## config.mk

```make
export PLATFORM = sky130hd
export DESIGN_NAME = rv_alu_encode
export DESIGN_NICKNAME = d
export VERILOG_FILES = /design/src/rtl/rv_alu_encode.sv
export SDC_FILE = /design/constraint.sdc
export NUM_CORES = 1
export LEC_CHECK = 0
export ABC_AREA = 0
export ABC_CLOCK_PERIOD_IN_PS = 2300
export CAP_MARGIN = 20
export CORE_ASPECT_RATIO = 1.1
export CORE_UTILIZATION = 25
export CTS_CLUSTER_SIZE = 12
export DETAILED_ROUTE_END_ITERATION = 16
export MAX_ROUTING_LAYER = met4
export PLACE_DENSITY = 0.53
export SLEW_MARGIN = 20
export SYNTH_ARGS = -nofsm -noshare
export SYNTH_HDL_FRONTEND = slang
export SYNTH_SLANG_ARGS = --single-unit
```

## constraint.sdc

```tcl
create_clock -name clk -period 2.3 [get_ports clk]
set_clock_uncertainty 0.2 [all_clocks]
set_input_delay 0.46 -clock clk [delete_from_list [all_inputs] [get_ports clk]]
set_output_delay 0.46 -clock clk [all_outputs]
set_load 0.01 [all_outputs]
```

## src/rtl/rv_alu_encode.sv

```systemverilog
// rv_alu_encode: turns abstract R-type ALU requests (add/sub/and/or) into
// RV32I instruction words and queues them in a small circular FIFO. The head
// entry and its decoded opcode/funct3/funct7b5 fields are presented on a
// valid/ready output channel. The outputs are zero whenever the buffer is empty.
module rv_alu_encode #(
  parameter int DEPTH = 2,
  parameter int CNT_W = 16
) (
  input  logic             clk,
  input  logic             rst,
  input  logic             flush,
  input  logic             req_valid,
  output logic             req_ready,
  input  logic [1:0]       req_op,
  input  logic [4:0]       req_rd,
  input  logic [4:0]       req_rs1,
  input  logic [4:0]       req_rs2,
  output logic             out_valid,
  input  logic             out_ready,
  output logic [31:0]      out_instr,
  output logic [6:0]       out_opcode,
  output logic [2:0]       out_funct3,
  output logic             out_funct7b5,
  output logic             busy,
  output logic [CNT_W-1:0] issued_cnt
);

  localparam int PTR_W = (DEPTH > 1) ? $clog2(DEPTH) : 1;
  localparam logic [PTR_W:0] FULL_CNT  = (PTR_W+1)'(DEPTH);
  localparam logic [6:0]     OPCODE_OP = 7'b0110011;

  // Build the R-type word; register indices go in verbatim (x0 is not special).
  function automatic logic [31:0] encode_rtype(input logic [1:0] op,
                                               input logic [4:0] rd,
                                               input logic [4:0] rs1,
                                               input logic [4:0] rs2);
    logic [6:0] funct7;
    logic [2:0] funct3;
    funct7 = 7'b0000000;
    funct3 = 3'b000;
    case (op)
      2'b00:   begin funct7 = 7'b0000000; funct3 = 3'b000; end
      2'b01:   begin funct7 = 7'b0100000; funct3 = 3'b000; end
      2'b10:   begin funct7 = 7'b0000000; funct3 = 3'b111; end
      2'b11:   begin funct7 = 7'b0000000; funct3 = 3'b110; end
      default: begin funct7 = 7'b0000000; funct3 = 3'b000; end
    endcase
    return {funct7, rs2, rs1, funct3, rd, OPCODE_OP};
  endfunction

  logic [31:0]      mem_q [DEPTH];
  logic [31:0]      mem_d [DEPTH];
  logic [PTR_W-1:0] wr_ptr_q, wr_ptr_d;
  logic [PTR_W-1:0] rd_ptr_q, rd_ptr_d;
  logic [PTR_W:0]   count_q, count_d;
  logic [CNT_W-1:0] issued_q, issued_d;

  logic             out_valid_s;
  logic             push_s;
  logic             pop_s;
  logic [31:0]      head_s;

  // Handshake qualifiers: ready never looks at out_ready, so a full buffer
  // blocks new requests even in a cycle where the head is being drained.
  always_comb begin
    out_valid_s = (count_q != {(PTR_W+1){1'b0}});
    req_ready   = !rst && !flush && (count_q < FULL_CNT);
    push_s      = req_valid && req_ready;
    pop_s       = out_valid_s && out_ready;
  end

  // Next-state for storage, pointers, occupancy and the issue counter.
  always_comb begin
    mem_d    = mem_q;
    wr_ptr_d = wr_ptr_q;
    rd_ptr_d = rd_ptr_q;
    count_d  = count_q;
    issued_d = issued_q;
    if (flush) begin
      // Flush empties the queue; a pop in the same cycle is not counted.
      wr_ptr_d = {PTR_W{1'b0}};
      rd_ptr_d = {PTR_W{1'b0}};
      count_d  = {(PTR_W+1){1'b0}};
    end else begin
      if (push_s) begin
        mem_d[wr_ptr_q] = encode_rtype(req_op, req_rd, req_rs1, req_rs2);
        wr_ptr_d        = wr_ptr_q + PTR_W'(1);
      end else begin
        wr_ptr_d = wr_ptr_q;
      end
      if (pop_s) begin
        rd_ptr_d = rd_ptr_q + PTR_W'(1);
        issued_d = issued_q + CNT_W'(1);
      end else begin
        rd_ptr_d = rd_ptr_q;
        issued_d = issued_q;
      end
      case ({push_s, pop_s})
        2'b10:   count_d = count_q + (PTR_W+1)'(1);
        2'b01:   count_d = count_q - (PTR_W+1)'(1);
        default: count_d = count_q;
      endcase
    end
  end

  // State registers with synchronous reset; reset wins over flush.
  always_ff @(posedge clk) begin
    if (rst) begin
      for (int i = 0; i < DEPTH; i++) begin
        mem_q[i] <= 32'h0000_0000;
      end
      wr_ptr_q <= {PTR_W{1'b0}};
      rd_ptr_q <= {PTR_W{1'b0}};
      count_q  <= {(PTR_W+1){1'b0}};
      issued_q <= {CNT_W{1'b0}};
    end else begin
      for (int i = 0; i < DEPTH; i++) begin
        mem_q[i] <= mem_d[i];
      end
      wr_ptr_q <= wr_ptr_d;
      rd_ptr_q <= rd_ptr_d;
      count_q  <= count_d;
      issued_q <= issued_d;
    end
  end

  // Head entry straight from storage, masked to zero when the queue is empty.
  always_comb begin
    if (out_valid_s) begin
      head_s = mem_q[rd_ptr_q];
    end else begin
      head_s = 32'h0000_0000;
    end
    out_valid    = out_valid_s;
    busy         = out_valid_s;
    out_instr    = head_s;
    out_opcode   = head_s[6:0];
    out_funct3   = head_s[14:12];
    out_funct7b5 = head_s[30];
    issued_cnt   = issued_q;
  end

endmodule

```

==> results.txt, run 1 <==
----------------------------------------------------
[Setup path]
  Maximum fanout along the worst path ... 5
  Kind of cell adding the most delay to the critical path ... buffers and inverters
  Critical R2R Capture ... count_q[1]
  WP data required ... 1.64 ns
  CP max-delay cell ... clkdlybuf4s50_1
  Critical path data arrival time ... between 1.5 and 2 ns
  Nature of the critical path endpoint ... output port
  Slowest stage delay, CP ... roughly 0.47 ns
  Chain of cells forming the critical path ... nor2_4, buf_12, nor2_1, clkdlybuf4s50_1
  Buffers and inverters on the worst path ... 2
  Crit Reg-Reg Startpoint ... count_q[1]
  Launching element type of the critical path ... register
  Worst R2R Setup Slack ... 0.19 ns
  WP depth ... 4
  Worst Reg-to-Reg Cells ... 6
  Critical path type ... reg -> out

[STA]
  Worst hold-check slack ... between 0.2 and 0.25 ns
  Period utilisation layout ... 0.9732
  Relative max-transition margin ... 0.6159
  Max-slew violation total from the final report ... 0
  Slew of the pin with the lowest slew margin ... 0.5709 ns
  Final-report setup violation count ... 0
  Period minus WS final ... 2.238 ns
  Hold Vio Cnt, Final ... 0
  Setup TNS after final layout ... 0 ns
  Maximum achievable frequency ... 446.7 MHz
  Setup repair after global routing missed its margin ... no

[Pwr]
  Switching Share ... 0.2078
  Relative contribution of the clock network to total power ... 0.534
  Cell-internal power ... 2.012 mW
  Cell leakage power ... 1.542 nW
  Worst ir drop on vdd ... 0.3403 mV
  Sequential group share of total power ... 0.404
  Psw ... around 530 uW
  Combinational Power Share ... 0.062
  Final total power ... 2.540 mW
  Power density relative to cell area ... 639.1 mW/mm^2

[Global route]
  Overall global routing resource usage ... 0.1350
  Global-route wire length before repair ... 11390 microns
  Number of antenna violations at the first check in global routing ... 0
  Largest net degree at the start of global routing ... 38
  Congestion Overflow GR ... 0
  Number of global-route vias before repair ... 2354

[Cells and area]
  Number of fill cells ... 1117
  N_diodes ... 0
  Share of layout cells above drive strength 1 ... 0.1247
  Area taken by multi-input logic gates ... 0.001335 sq mm
  Register area ... 0.001170 sq mm
  Number of nets in the finished design ... 445
  Post-route cell area ... 0.003974 sq mm
  Layout overhead on the synthesized area ... 44.43%

[Yosys]
  Area of the mapped netlist ... approximately 0.0028 sq mm
  Cells after Synth ... between 300 and 400
  Proportion of synthesized flip-flops having asynchronous set or reset ... 0
  Post-synth EDFFs ... 0
  Number of synthesized register bits ... between 50 and 60
  Post-synthesis sequential area ratio ... 0.4220
  Main area contributors after synthesis ... dfxtp_1 (42%), nand2_1 (11%), a21oi_1 (8.2%), mux2i_1 (6.9%), buf_4 (6.8%)
  Fraction of post-synthesis cell area in the top cell type by area ... 0.4220
  Prevailing post-synth register cell ... dfxtp_1
  Cell type with the largest total area after synthesis ... dfxtp_1
  Count of unique library cells instantiated by Yosys ... 34
  Synthesized area per cell ... 7.929 sq um
  Most frequent cells after synthesis ... nand2_1 (77), dfxtp_1 (58), a21oi_1 (45)
  Top-count cell post-synth ... nand2_1
  Syn. warnings ... 0

[Die]
  Floorplan die height ... 112.0 microns
  Total number of placement rows ... 39
  Standard cell core area ... 0.01054 sq mm
  Die X-Extent ... 102.0 microns
  Number of top-level pins ... 84
  Area of the die ... 0.01143 sq mm
  Initial cell density of the core ... 0.2610

[Routing]
  Remaining design rule violation count ... 0
  Post-detailed-route wirelength per cell ... 12.36 microns
  Vias per Instance ... 4.342
  Detailed router's first-iteration violation count ... 36
  DRT Wirelength ... 7021 microns
  Total via count in the routed design ... 2466
  Number of nets still failing antenna checks after routing ... 0
  First-pass iteration count of the detailed router ... 4

[Min path]
  Type of the worst min-delay path ... reg -> reg
  End point of the worst hold path ... mem_q[10]
  Hold Path Stages ... 2
  Worst hold path startpoint ... mem_q[10]

[Clock network]
  CTS clk-pin slew, worst paths ... 0.05 ns
  CTS Buf Count ... 9
  Clk sinks ... 58
  Clk_lat worst skew ... about 0.32 ns
  Clock tree from TritonCTS ... built
  Number of buffers on the longest clock path ... 2
  CTS root buffer ... clkbuf_16
  Number of hold buffers added after CTS ... 0
  Count of H-tree levels built during CTS ... 3

[Placed design]
  Buffers added on ports ... 71
  Placement Cell Area ... 0.003587 sq mm
  Placer's final routability congestion estimate ... 0.7204
  HPWL after detailed placement ... 4523 microns

[Run]
  Number of max-cap violations ... 0

[Status]
  Outcome ... finished, final reports clean

----------------------------------------------------
-- through the flow --
stage | setup slack [ns] | cells | utilization
2_1_floorplan | 0.1492 | 358 | -
4_1_cts | 0.0007881 | 568 | 0.3758
6_report | 0.06156 | 568 | 0.3770
3_5_place_dp | -0.1865 | 547 | 0.3403
5_1_grt | 0.001865 | 568 | 0.3770
3_3_place_gp | -0.1694 | 547 | 0.3403
-- cell usage in the layout (no fill, tap or decap), types with 8 or more instances in the layout --
cell,Yosys,layout
nand2_1,77,77
dfxtp_1,58,55
a21oi_1,45,45
clkdlybuf4s50_1,0,41
nor2_1,35,33
dlygate4sd2_1,0,24
mux2i_1,19,19
buf_4,25,17
conb_1,1,12
nand3_1,11,11
inv_1,10,10
clkbuf_16,0,9
xnor2_1,8,8
-- cells by family (layout without fill, tap and decap cells) --
family                     after synthesis  in the layout  synth area share
xor gates and xnor gates                10             10           0.03183
AOI/OAI and AO/OA                       56             56            0.1137
and+or+nand+nor                        146            147            0.2315
other                                    1             12          0.001363
adders and majority gates                2              2          0.009094
buffers and inverters                   54            120            0.1173
DFF                                     58             58            0.4220
muxes                                   20             20           0.07321
-- repair_timing --
item,in CTS,in global routing
gates cloned,1,0
setup endpoints to repair,34,5
pin swaps,1,0
resized for setup,34,5
setup buffers,5,0
-- how the worst max path moves through the flow --
stage               start            end  slack, ns
2_1_floorplan    rd_ptr_q   out_instr[1]       0.15
3_3_place_gp   count_q[1]   out_instr[4]      -0.17
3_5_place_dp   count_q[1]  out_opcode[0]      -0.19
4_1_cts          rd_ptr_q  out_funct3[1]     0.0008
5_1_grt        count_q[0]  out_instr[11]      0.002
6_report       count_q[0]   out_instr[8]       0.06
-- registers in the layout, summed over array words and instances (netlist names) --
| signal | count |
|---|---|
| mem_q | 38 |
| issued_cnt | 16 |
| count_q | 2 |
| rd_ptr_q | 1 |
| wr_ptr_q | 1 |
-- power by group through the flow --
stage | Sequential (mW) | Combinational (mW) | Clock (mW)
floorplan | 1.05 | 0.0924 | 0
global placement | 1.05 | 0.153 | 0
detailed placement | 1.05 | 0.155 | 0
CTS | 1.03 | 0.161 | 1.39
global route | 1.03 | 0.175 | 1.44
finish | 1.03 | 0.158 | 1.36
-- per-layer routing --
layer | part of all wire | track usage | vias up
met1 | 0.45 | 0.1654 | 1149
met5 | 0 | - | -
met3 | 0.043 | 0.02677 | 8
met2 | 0.49 | 0.2143 | 59
li1 | - | - | 1250
met4 | 0.014 | 0.05714 | 0
-- worst reg2reg max path: stages (launching register included) --
cell and delay [ns]:
dfxtp_4 0.37, buf_4 0.16, or4b_1 0.59, ha_1 0.36, nor2_1 0.14, xnor2_1 0.12
nor3_1 0.06
-- final cells by class --
class | count | area share
clock buffers | 13 | 0.06801
clock inverters | 2 | 0.008816
inverters | 10 | 0.009446
multi-input cells | 247 | 0.3360
flip-flops and latches | 58 | 0.2944
well taps | 143 | 0.04503
repair buffers | 95 | 0.2384
(Power assumes the default switching activity.)
==> inputs of run 2 (changes only) <==
Settings changed: ABC_AREA 0 to 1, CORE_UTILIZATION 25 to 40, PLACE_DENSITY 0.53 to 0.74.
==> run 2 against run 1 <==
Against the previous run: area after synthesis up 4.2%; power shrank 16%; largest cell class unchanged; critical endpoint is now out_opcode[0]; flip-flop and latch count is the same; cell area decreased by 3.8%; largest power group is now sequential cells.
==> results.txt, run 2 <==
----------------------------------------------------
[Die]
  Initial cell density of the core ... 0.4116
  Total number of placement rows ... 32
  Area of the die ... 0.007512 sq mm
  Floorplan die height ... 90.81 microns
  Die X-Extent ... ~83 microns
  Number of top-level pins ... 84
  Standard cell core area ... 0.006967 sq mm

[Min path]
  Hold Path Stages ... 2
  Type of the worst min-delay path ... reg -> reg
  End point of the worst hold path ... mem_q[10]
  Worst hold path startpoint ... mem_q[10]

[Yosys]
  Count of unique library cells instantiated by Yosys ... 31
  Area share of and/or/nand/nor cells after synthesis ... 0.2182
  Compound-cell area share of the yosys netlist ... 0.1950
  Prevailing post-synth register cell ... dfxtp_1
  Area of the mapped netlist ... ~0.0029 sq mm
  Number of synthesized register bits ... 58
  Proportion of synthesized flip-flops having asynchronous set or reset ... 0
  Post-synth EDFFs ... 0
  Top-count cell post-synth ... nor2_1
  Dominant combinational cell family by area after synthesis ... simple AND/OR/NAND/NOR gates
  Post-Synth XOR/XNOR Area ... 0.006108
  Adder-cell share of the synthesized area ... 0.008726
  Most frequent cells after synthesis ... nor2_1 (62), dfxtp_1 (58), o21ai_0 (54)
  Syn. warnings ... 0
  Main area contributors after synthesis ... dfxtp_1 (40%), o21ai_0 (9.4%), a21oi_1 (8.7%), nor2_1 (8.1%), buf_4 (7.1%)
  Cell type with the largest total area after synthesis ... dfxtp_1
  Synthesized area per cell ... 7.205 sq um
  Post-synthesis sequential area ratio ... 0.4049
  Multiplexer area fraction after synthesis ... 0
  Fraction of post-synthesis cell area in the top cell type by area ... 0.4049
  Cells after Synth ... 398

[Routing]
  Post-detailed-route wirelength per cell ... approximately 12 microns
  DRT Wirelength ... 6554 microns
  Total via count in the routed design ... 2654
  Vias per Instance ... 4.731
  Detailed router's first-iteration violation count ... roughly 110
  First-pass iteration count of the detailed router ... 4
  Remaining design rule violation count ... 0
  Number of nets still failing antenna checks after routing ... 0

[Pwr]
  Power density relative to cell area ... around 560 mW/mm^2
  Relative contribution of the clock network to total power ... 0.438
  Psw ... a little under 500 uW
  Combinational Power Share ... 0.080
  Cell-internal power ... between 1.5 and 2 mW
  Switching Share ... 0.2313
  Worst ir drop on vdd ... 0.2652 mV
  Cell leakage power ... 1.670 nW
  Sequential group share of total power ... 0.481

[Cells and area]
  Layout overhead on the synthesized area ... 33.29%
  Most flops, register ... mem_q
  Number of nets in the finished design ... 497
  Final cell utilization of the core ... 0.5487
  Post-route cell area ... 0.003822 sq mm
  Share of layout cells above drive strength 1 ... 0.1197
  Flip-flop count of the largest register, all copies and words added ... 38
  N_diodes ... 0
  Commonest non-fill, non-tap cells in the layout ... nor2_1 (62), dfxtp_1 (57), o21ai_0 (54), a21oi_1 (49), inv_1 (46)
  Most common library cell in the layout ignoring fill and taps ... nor2_1
  Number of fill cells ... 698

[STA]
  Setup TNS after final layout ... 0 ns
  Period minus WS final ... around 2.2 ns
  Setup repair after global routing missed its margin ... yes
  Maximum achievable frequency ... 448.0 MHz
  Final-report setup violation count ... 0
  Max-slew violation total from the final report ... 0
  Hold Vio Cnt, Final ... 0
  Period utilisation layout ... 0.9705

[Clock network]
  CTS Buf Count ... 9
  Number of hold buffers added after CTS ... 0
  CTS clk-pin slew, worst paths ... 0.07 ns
  Clk sinks ... just under 60
  Count of H-tree levels built during CTS ... 3
  Number of buffers on the longest clock path ... 2
  Clock tree from TritonCTS ... built
  CTS root buffer ... clkbuf_8
  Clk_lat worst skew ... about 0.34 ns

[Setup path]
  Chain of cells forming the critical path ... inv_2, nand2_8, o21ai_0, a21oi_1, buf_4, dlygate4sd2_1
  Worst Reg-to-Reg Cells ... 9
  Critical path type ... reg -> out
  Maximum fanout along the worst path ... 12
  Slowest stage delay, CP ... between 0.3 and 0.4 ns
  Critical path data arrival time ... between 1.5 and 2 ns
  Launching element type of the critical path ... register
  Nature of the critical path endpoint ... output port
  Worst R2R Setup Slack ... roughly 0.53 ns
  Beginning of the critical path ... count_q[1]
  Critical R2R Capture ... issued_cnt[10]
  CP max-delay cell ... dfxtp_1
  Crit Reg-Reg Startpoint ... count_q[1]
  WP data required ... 1.64 ns

[Placed design]
  Placement Cell Area ... 0.003635 sq mm
  Buffers added on ports ... 71
  HPWL after detailed placement ... 4479 microns
  Placer's final routability congestion estimate ... 0.8751

[Global route]
  Congestion Overflow GR ... 0
  Number of antenna violations at the first check in global routing ... 0
  Overall global routing resource usage ... 0.1923
  Number of global-route vias before repair ... 2422
  Largest net degree at the start of global routing ... 37
  Global-route wire length before repair ... 10900 microns

[Run]
  Number of max-cap violations ... 0

[Status]
  Outcome ... finished, final reports clean

----------------------------------------------------
[run 2: changes by cell type after synthesis, moves of 4 or more]
cell and change:
nor2_1 +27, o21ai_0 +53, mux2i_1 -19, a21o_1 -7
nand2_1 -34, a21oi_1 +5, inv_1 +36, clkbuf_1 -4
xnor2_1 -7
[run 2: timing repair]
action / in CTS / in global routing
resized for setup: 37 / 8
setup endpoints to repair: 33 / 17
cloned: 0 / 0
pin swaps: 0 / 1
buffers inserted: 0 / 3
[run 2: cell families after synthesis]
group | Yosys count
other | 1
adder cells (fa/ha/maj) | 2
XOR/XNOR | 2
flip-flops | 58
buffers and inverters | 91
AO/OA/AOI/OAI | 110
AND/OR/NAND/NOR | 134
[run 2: layout make-up]
class                   count  area (sq um)  area share
flip-flops and latches     58          1165      0.3047
repair buffers             95         885.9      0.2318
well taps                  85         106.4     0.02782
multi-input cells         260          1285      0.3362
clock buffers              11         151.4     0.03961
clock inverters             3         40.04     0.01047
inverters                  49         188.9     0.04943
[run 2: worst max path at each step]
stage	to	cells past startpoint	slack, ns
after floorplan	out_instr[1]	6	0.07
after global placement	req_ready	5	-0.09
after detailed placement	req_ready	5	-0.09
after CTS	busy	4	0.01
after global routing	out_opcode[0]	6	-0.01
final	out_opcode[0]	6	0.07
[run 2: through the flow]
| step | power [mW] | hold slack (ns) | cells | worst slack [ns] |
|---|---|---|---|---|
| floorplan | 1.157 | 0.2291 | 409 | 0.07188 |
| global placement | 1.224 | 0.2366 | 544 | -0.09227 |
| detailed placement | 1.228 | 0.2441 | 544 | -0.08560 |
| CTS | 2.161 | 0.2541 | 558 | 0.01284 |
| global route | 2.235 | 0.2666 | 561 | -0.01424 |
| finish | 2.143 | 0.2506 | 561 | 0.06786 |
[run 2: critical path, delay by kind of cell, from the launching register on]
kind,cells,cell delay [ns]
and+or+nand+nor,1,0.11
DFF,1,0.35
buffers and inverters,3,0.52
AOI/OAI and AO/OA,2,0.25
[run 2: power groups by stage]
stage	clock, mW	combinational [mW]	sequential, mW
after floorplan	0	0.104	1.05
after global placement	0	0.170	1.05
after detailed placement	0	0.173	1.06
after CTS	0.958	0.171	1.03
after global routing	1.01	0.191	1.03
final	0.940	0.172	1.03
[run 2: routing by layer]
metal / GRT usage / part of all wire
met3: 0.06364 / 0.061
met2: 0.2944 / 0.46
met1: 0.2354 / 0.46
met5: - / 0
met4: 0.06178 / 0.011
